===== config.mk =====
export PLATFORM = sky130hd
export DESIGN_NAME = div_issue_ctrl
export DESIGN_NICKNAME = d
export VERILOG_FILES = /design/src/rtl/div_issue_ctrl.sv
export SDC_FILE = /design/constraint.sdc
export NUM_CORES = 1
export LEC_CHECK = 0
export ABC_AREA = 1
export CORE_MARGIN = 2
export CORE_UTILIZATION = 45
export DETAILED_ROUTE_END_ITERATION = 8
export GPL_ROUTABILITY_DRIVEN = 1
export HOLD_SLACK_MARGIN = 0.03
export PLACE_DENSITY = 0.83
export REMOVE_ABC_BUFFERS = 1
export SYNTH_ARGS = -nofsm -noshare
export SYNTH_HDL_FRONTEND = slang
export SYNTH_SLANG_ARGS = --single-unit

===== constraint.sdc =====
create_clock -name clk -period 5.25 [get_ports clk]
set_clock_uncertainty 0.1 [all_clocks]
set_input_delay 1.05 -clock clk [delete_from_list [all_inputs] [get_ports clk]]
set_output_delay 1.05 -clock clk [all_outputs]
set_load 0.03 [all_outputs]

===== src/rtl/div_issue_ctrl.sv =====
// Divide issue/writeback controller: accepts M-extension div ops, resolves div-by-zero and signed overflow locally, else drives the divider.
// Latency: special cases give out_valid 1 cycle after accept; divider ops give out_valid 1 cycle after the rising edge of div_done.
// Backpressure: in_ready is low whenever an op is in flight; the result is held in RESP until out_valid & out_ready.
//
// Ports:
//   clk, clr              clock (rising edge), asynchronous active-high reset
//   in_valid/in_ready     op handshake from execute; in_func3 (00 DIV, 01 DIVU, 10 REM, 11 REMU), in_rs1, in_rs2, in_rd_addr
//   flush                 kill the in-flight op, no result is produced
//   div_go                one-cycle start pulse; div_func3/div_rs1/div_rs2 registered operands
//   div_done/div_rd       divider completion level (rising edge honoured) and result
//   out_valid/out_ready   result handshake to writeback; out_data, out_rd_addr
//   busy                  controller not idle
//   timeout_err           sticky divider watchdog flag, cleared only by clr
module div_issue_ctrl #(
   parameter int XLEN           = 32,
   parameter int TIMEOUT_CYCLES = 64
) (
   input  logic            clk,
   input  logic            clr,
   input  logic            in_valid,
   output logic            in_ready,
   input  logic [1:0]      in_func3,
   input  logic [XLEN-1:0] in_rs1,
   input  logic [XLEN-1:0] in_rs2,
   input  logic [4:0]      in_rd_addr,
   input  logic            flush,
   output logic            div_go,
   output logic [1:0]      div_func3,
   output logic [XLEN-1:0] div_rs1,
   output logic [XLEN-1:0] div_rs2,
   input  logic            div_done,
   input  logic [XLEN-1:0] div_rd,
   output logic            out_valid,
   input  logic            out_ready,
   output logic [XLEN-1:0] out_data,
   output logic [4:0]      out_rd_addr,
   output logic            busy,
   output logic            timeout_err
);

   localparam int            CW      = $clog2(TIMEOUT_CYCLES + 1);
   localparam logic [CW-1:0] CNT_MAX = CW'(TIMEOUT_CYCLES);

   typedef enum logic [2:0] {
      S_IDLE,
      S_LAUNCH,
      S_WAIT,
      S_DRAIN,
      S_RESP
   } state_t;

   state_t          state;
   logic            done_q;
   logic [CW-1:0]   cnt;

   logic            accept;
   logic            done_rise;
   logic [CW-1:0]   cnt_inc;
   logic            is_zero;
   logic            is_ovf;
   logic [XLEN-1:0] special_res;
   logic            deliver;

   assign in_ready  = (state == S_IDLE) & ~flush;
   assign accept    = in_valid & in_ready;
   assign busy      = (state != S_IDLE);
   // Only a fresh edge counts: a done level left high from an earlier op never completes a new one.
   assign done_rise = div_done & ~done_q;
   assign cnt_inc   = cnt + CW'(1);

   assign is_zero = (in_rs2 == '0);
   assign is_ovf  = ~in_func3[0] & (in_rs1 == {1'b1, {(XLEN-1){1'b0}}}) & (in_rs2 == '1);

   // RISC-V defined results for the cases the divider is never asked to compute.
   always_comb begin
      special_res = '0;
      if (is_zero)
         special_res = in_func3[1] ? in_rs1 : '1;
      else if (is_ovf)
         special_res = in_func3[1] ? '0 : in_rs1;
   end

   // A flushed op (WAIT with flush, or DRAIN) still runs the divider to completion but produces no result.
   assign deliver = (state == S_WAIT) & ~flush;

   always_ff @(posedge clk or posedge clr) begin
      if (clr) begin
         state       <= S_IDLE;
         done_q      <= 1'b0;
         cnt         <= '0;
         div_go      <= 1'b0;
         div_func3   <= '0;
         div_rs1     <= '0;
         div_rs2     <= '0;
         out_valid   <= 1'b0;
         out_data    <= '0;
         out_rd_addr <= '0;
         timeout_err <= 1'b0;
      end else begin
         done_q <= div_done;
         div_go <= 1'b0;
         case (state)
            S_IDLE: begin
               if (accept) begin
                  div_func3   <= in_func3;
                  div_rs1     <= in_rs1;
                  div_rs2     <= in_rs2;
                  out_rd_addr <= in_rd_addr;
                  if (is_zero | is_ovf) begin
                     out_data  <= special_res;
                     out_valid <= 1'b1;
                     state     <= S_RESP;
                  end else begin
                     // go is high for exactly the LAUNCH cycle.
                     div_go <= 1'b1;
                     state  <= S_LAUNCH;
                  end
               end
            end
            S_LAUNCH: begin
               cnt   <= '0;
               state <= flush ? S_DRAIN : S_WAIT;
            end
            S_WAIT, S_DRAIN: begin
               if (done_rise) begin
                  if (deliver) begin
                     out_data  <= div_rd;
                     out_valid <= 1'b1;
                     state     <= S_RESP;
                  end else begin
                     state <= S_IDLE;
                  end
               end else if (cnt_inc == CNT_MAX) begin
                  timeout_err <= 1'b1;
                  if (deliver) begin
                     out_data  <= '0;
                     out_valid <= 1'b1;
                     state     <= S_RESP;
                  end else begin
                     state <= S_IDLE;
                  end
               end else begin
                  cnt <= cnt_inc;
                  if (flush)
                     state <= S_DRAIN;
               end
            end
            S_RESP: begin
               if (flush | out_ready) begin
                  out_valid <= 1'b0;
                  state     <= S_IDLE;
               end
            end
            default: state <= S_IDLE;
         endcase
      end
   end

endmodule


Word level (Yosys, flattened, before mapping) --
Cells that the tools add are included.
Word-level totals: memories 0, latch bits 0, logic and storage cells 85, bits in writable memories 0, input bits 109, bits in read-only memories 0, bits in registers 117, output and inout port bits 108
Operators by class: divide/modulo/power cells 0, add/subtract/negate cells 1, shift operators 0, magnitude comparators 0, reduce and logical (&&, ||, !) cells 13, multiplexer cells 33, $mul 0, bitwise operators 12, equality and inequality tests 15
Operator list (count):
- two-way mux 32 bit | 10
- == test 32 bit (second input constant) | 2
- one-hot mux 32 bit (2 select lines) | 1
- zero test 32 bit | 1
- two-way mux 3 bit | 7
- two-way mux 7 bit | 2
- one-hot mux 7 bit (2 select lines) | 1
- one-hot mux 3 bit (4 select lines) | 1
- two-way mux 1 bit | 10
- inequality test 2 bit (second input constant) | 5
- AND reduction 5 bit | 2
- AND reduction 3 bit | 3
- adder 7 x 1 -> 7 bit (second input constant) | 1
- == test 7 bit (second input constant) | 1
- bitwise AND 1 bit | 6
- == test 3 x 2 -> 1 bit (second input constant) | 2
- nonzero test 3 bit | 2
- inequality test 4 bit (second input constant) | 1
- NOT 1 bit | 4
- nonzero test 2 bit | 2
- == test 3 x 1 -> 1 bit (second input constant) | 1
- == test 3 bit (second input constant) | 1
- zero test 3 bit | 1
- inequality test 3 bit (second input constant) | 1
- other kinds (5) | 6

Longest topological paths before layout --
Gate-level depths: netlist of the first run.
word-level depth 8, depth in mapped cells 14, depth with buffers taken out 13

Least setup slack after synthesis of the first run --
No wires, ideal clock.
kind input to output, from input port flush, to output port in_ready, arrival 1358 ps, data required time 4100 ps, stages 1, path slack 2742 ps, path buffers 0, path through nor2_2
Between the ends: cells in the longest elaborated chain, start to end 2
Ends and longest elaborated chain:
- start, declared | line 26 | input logic flush,
- NOT 1 bit | line 64 | assign in_ready = (state == S_IDLE) & ~flush;
- bitwise AND 1 bit | line 64
- end, declared | line 21 | output logic in_ready,
Every way passes these cells.

Worst setup path after layout of the first run --
Ends and elaborated chain as after synthesis.

==> results.md, run 1 <==
* Setup slack after layout at 1.684 ns
* Min-Delay Path Class: register to register
* Synth async-reset ratio at 100.0%
* Leading area contributor after synthesis: dfrtp_1
* Crit path required time at 4.10 ns
* Hold_sp: div_rs1[8]
* Worst slew pin tran at 1.024 ns
* # Post-CTS Setup Buffers at 0
* Flops & latches, synth at 117
* Worst-skew pair later-pin latency at 0.41 ns
* Chip Width at 116.6 um
* First-pass GRT wire length at 28.57 mm
* Yosys cell types at 27
* Total number of vias at 5912
* Outcome: finished clean
* Design Area, Final at 8513 sq um
* Seq/Total Area, Yosys at 51.30%
* First-pass DRT Iterations at 5
* Die Area at 13600 sq um
* P per Cell Area at 581.4 nW/um^2
* CP dominant cell by count: clkdlybuf4s50_1
* H-tree depth at 4
* Nets at 1082
* Critical path type: input pin to primary output
* Startpoint Class: input pin
* Die Ht at 116.6 um
* R2R depth at 11
* TNS Setup at 0 ns
* Placer's final routability congestion estimate at 0.9455
* Worst-path clk slew at 0.05 ns
* Final min period at 3.566 ns
* CP startpoint: flush
* Max-Cap Viols at 0
* Number of port buffers at 216
* Total gr overflow at 0
* VDD IR max at 0.3221 mV
* ANT nets after route at 0
* Final hold vios at 0
* DRC violations left at 0
* CP max stage delay at 0.70 ns
* P&R area growth vs syn at 49.18%
* Worst-path fanout max at 4
* Starting Density at 45.59%
* Crit end category: primary output
* Unrepaired setup endpoints after global routing: no
* Worst setup path endpoint: in_ready
* Hold_ws at 0.3764 ns
* Initial antenna violation count at 0
* Final slew viol count at 0
* WL/cell at 15.61 um
* Worst-path cell chain: clkdlybuf4s50_1 > nor2_2 > clkdlybuf4s50_1
* Relative slew margins at 31.65%
* TritonCTS clock tree: yes
* YS warnings at 0
* CP arrival at 2.42 ns
* Share of layout cells above drive strength 1 at 4.791%
* DP Area at 7986 sq um
* Mean area per synthesized cell at 7.470 sq um
* ANT cells at 0
* FP Rows at 41
* Total Power at 4.949 mW
* Setup WS pre-CTS at 1.637 ns
* # hold bufs at CTS at 0
* Mapped Cells at 764
* Clk sink count at 117
* F_max at 280.4 MHz
* FF-to-FF Start: cnt[0]
* Core outline area at 12520 sq um
* Clock Tree Buf Depth at 2
* Reg-to-reg endpoint: out_data[20]
* Top post-synthesis cells by area: dfrtp_1, nand2_1, o21ai_0
* Synth top area share at 51.30%
* Crit path depth at 3
* Worst path bufs/invs at 2
* WL final at 18.00 mm
* Cell family with most CP delay: buffers and inverters
* Vias/cell at 5.127
* R2R setup slack at 2.49 ns
* Iter 0 DRT Violations at 505
* Vias in the first global route at 5637
* Post-cts sizing count at 0
* Global Route Usage Sum at 27.78%
* EDFF count, synth at 0
* CTS buffer count at 17
* Ports at 217
* CP max-delay cell: clkdlybuf4s50_1
* CTS root buffer: clkbuf_16
* Fin crit share at 67.92%
* Most used flip-flop cell after synthesis: dfrtp_1
* Count leader, synth: nand2_1
* Final setup viols at 0
* Pleak at 4.050 nW
* Post-Syn Area at 5707 sq um
* DP Wirelength at 12.90 mm
* Largest net degree at the start of global routing at 85
* Post-synth top cells: nand2_1, dfrtp_1, o21ai_0
[sequential cells by signal (all words and copies together) (netlist names)]
signal,flops
out_valid,1
div_go,1
done_q,1
out_rd_addr,5
div_rs2,32
out_data,32
cnt,7
timeout_err,1
div_func3,2
state,3
div_rs1,32
[worst min path at each step]
| stage | slack, ns | cells past startpoint | to |
|---|---|---|---|
| 6_report | 0.38 | 2 | div_rs1[8] |
| 5_1_grt | 0.40 | 2 | out_data[18] |
| 4_1_cts | 0.38 | 2 | div_rs1[8] |
| 3_5_place_dp | 0.36 | 2 | out_data[6] |
| 3_3_place_gp | 0.36 | 2 | div_rs1[28] |
| 2_1_floorplan | 0.37 | 2 | state[0] |
[per-stage QoR]
stage	cells	util, %
6_report	1153	68.01
5_1_grt	1153	68.01
4_1_cts	1153	68.01
3_5_place_dp	1124	63.80
3_3_place_gp	1124	63.80
2_1_floorplan	730	-
[layer usage]
layer / up-vias / global-route usage, % / share of wire (%)
met5: - / 0 / 0
met3: 38 / 8.303 / 9.0
li1: 2825 / - / -
met2: 276 / 46.47 / 48
met4: 0 / 10.04 / 2.3
met1: 2773 / 34.31 / 41
[worst min-delay path, stage by stage (launching register included)]
cell and delay (ns):
dfrtp_1 0.34, nand2_1 0.05, nand2_1 0.05
[cell families after synthesis]
group | count (synthesis) | share of synthesized area, %
XOR/XNOR | 4 | 0.6140
AND/OR/NAND/NOR | 427 | 30.10
adder cells (fa/ha/maj) | 2 | 0.4384
flip-flops | 117 | 51.30
buffers and inverters | 100 | 7.432
AO/OA/AOI/OAI | 114 | 10.11
[power breakdown]
group          leakage (nW)  switching [mW]  total (mW)  internal (mW)
clock                 0.267           0.388        1.04          0.652
sequential             1.51           0.235        1.52           1.29
combinational          2.27            1.47        2.39          0.916
[cell type report]
type / count / area, sq um
inverter: 66 / 252.7
fill: 1065 / 4004
timing repair buffer: 222 / 2220
multi-input combinational: 547 / 2371
clock buffer: 24 / 501.7
sequential: 117 / 2928
clock inverter: 5 / 25.02
tap: 172 / 215.2
[cell usage in the layout, fill, tap and decap left out, types with 3 or more instances in the layout]
cell type	n
nor2_2	4
nand4_1	18
nand3_1	25
clkdlybuf4s50_1	216
clkinv_2	5
clkbuf_8	5
o21ai_0	110
nor2_1	56
inv_1	61
nand2_1	315
nor3_1	3
buf_4	5
clkbuf_16	17
dfrtp_1	117
xor2_1	3
No activity file was read; power rests on OpenSTA's default activity.
==> inputs of run 2 (changes only) <==
Settings changed: CORE_UTILIZATION 45 to 40, PLACE_DENSITY 0.83 to 0.78.
Clock period 5.25 ns to 3.05 ns, I/O delays scaled along.
==> run 2 against run 1 <==
Die area is 12% higher. Core utilization is 6.0 points lower. Routed wire length is 2.7% higher. Sequential power is 72% higher. Critical endpoint unchanged. Largest power group unchanged.
==> results.md, run 2 (synthesized netlist as in run 1, its figures left out) <==
* Sequential power share at 30.1%
* DP Area at 8066 sq um
* Most common cell after layout, fill and taps aside: nand2_1
* Min-Delay Path Class: register to register
* CP max-delay cell: clkdlybuf4s50_1
* Vias in the first global route at 5766
* Core outline area at 13930 sq um
* Ports at 217
* P per Cell Area at 1008 nW/um^2
* R2R setup slack at 0.67 ns
* Hold_ws at 0.3765 ns
* F_max at 348.3 MHz
* Worst slew pin tran at 0.5881 ns
* Clock Tree Buf Depth at 2
* # hold bufs at CTS at 0
* Worst-path clk slew at 0.05 ns
* Fin crit share at 94.13%
* Pleak at 4.097 nW
* Post-cts sizing count at 0
* Final min period at 2.871 ns
* Critical path type: register to primary output
* H-tree depth at 4
* CTS buffer count at 17
* Total gr overflow at 0
* CP arrival at 2.16 ns
* WL/cell at 15.81 um
* Placer's final routability congestion estimate at 0.8534
* TritonCTS clock tree: yes
* Worst-path fanout max at 3
* Crit end category: primary output
* CP max stage delay at 0.70 ns
* Number of port buffers at 216
* Initial antenna violation count at 0
* Setup slack after layout at 0.1790 ns
* Total number of vias at 5841
* Nets at 1088
* Design Area, Final at 8643 sq um
* Comb pwr share at 47.6%
* Final hold vios at 0
* Dpl cells at 1138
* ANT nets after route at 0
* Worst-skew pair later-pin latency at 0.41 ns
* VDD IR max at 0.6765 mV
* Final slew viol count at 0
* Clk sink count at 117
* # Post-CTS Setup Buffers at 0
* Cell family with most CP delay: buffers and inverters
* Startpoint Class: register
* ANT cells at 0
* Finished Core Util at 62.03%
* Commonest non-fill, non-tap cells in the layout: nand2_1, clkdlybuf4s50_1, dfrtp_1, o21ai_0, inv_1
* Largest net degree at the start of global routing at 80
* Sw frac at 41.81%
* Share of layout cells above drive strength 1 at 5.561%
* Iter 0 DRT Violations at 399
* Biggest registers after layout: div_rs1 (32), div_rs2 (32), out_data (32)
* Crit path required time at 2.34 ns
* Sw Pwr at 3.644 mW
* CTS root buffer: clkbuf_16
* Setup WS pre-CTS at 0.1752 ns
* Unrepaired setup endpoints after global routing: no
* First-pass DRT Iterations at 5
* Final std cells w/o fill at 1169
* Clk pwr share at 22.3%
* WL final at 18.48 mm
* Die Area at 15240 sq um
* DP Wirelength at 13.28 mm
* Max-Cap Viols at 0
* P&R area growth vs syn at 51.46%
* Final setup viols at 0
* FP Rows at 43
* Global Route Usage Sum at 25.31%
* Relative slew margins at 60.79%
* First-pass GRT wire length at 29.24 mm
* Worst path bufs/invs at 3
* DRC violations left at 0
* Worst-path cell chain: inv_2 > nand2_1 > nor2_1 > inv_1 > nor2_2 > clkdlybuf4s50_1
* Chip Width at 123.4 um
* Vias/cell at 4.997
* Die Ht at 123.4 um
* Outcome: finished clean
* Starting Density at 40.95%
* Internal cell power at 5.071 mW
-- run 2: cell types whose count changed in the layout (fill, tap and decap cells not counted), sizes merged --
cell      delta
clkbuf       -2
buf          +6
clkinv       -1
clkinvlp     +3
bufinv       +2
-- run 2: cell type report --
| cell class | instances | area (sq um) |
|---|---|---|
| clock inverters | 9 | 102.6 |
| clock buffers | 22 | 474.2 |
| well taps | 180 | 225.2 |
| repair buffers | 228 | 2290 |
| fillers | 1223 | 5291 |
| multi-input cells | 547 | 2371 |
| inverters | 66 | 252.7 |
| flip-flops and latches | 117 | 2928 |
-- run 2: stage by stage --
stage               total power, mW  TNS (ns)
detailed placement            6.784         0
global route                  9.182         0
floorplan                     4.842    -94.11
global placement              6.716         0
CTS                           8.762         0
finish                        8.715         0
-- run 2: worst paths after layout --
path | endpoint | cells past startpoint | start
max | in_ready | 6 | state[0]
max in group asynchronous | div_rs2[25] | 3 | clr
min | div_rs2[16] | 2 | div_rs2[16]
min in group asynchronous | div_rs2[14] | 2 | clr
min reg2reg | div_rs2[16] | 2 | div_rs2[16]
max reg2reg | out_data[12] | 11 | cnt[0]
-- run 2: tightest hold or removal path, delay by kind of cell, from the launching register on --
family / cells / cell delay [ns]
flops: 1 / 0.33
simple gates: 2 / 0.11
-- run 2: layer usage --
metal	track usage, %	wire length (um)	vias up
met5	0	0	-
met4	10.16	535	0
met3	8.256	1887	28
met2	41.62	8694	277
met1	30.68	7365	2704
li1	-	-	2832
-- run 2: power groups by stage --
| stage | clock network [mW] | registers [mW] | logic [mW] |
|---|---|---|---|
| 2_1_floorplan | 0 | 3.81 | 1.03 |
| 3_5_place_dp | 0 | 2.62 | 4.17 |
| 5_1_grt | 2.03 | 2.70 | 4.45 |
| 4_1_cts | 1.97 | 2.62 | 4.18 |
| 3_3_place_gp | 0 | 2.63 | 4.09 |
| 6_report | 1.94 | 2.62 | 4.15 |
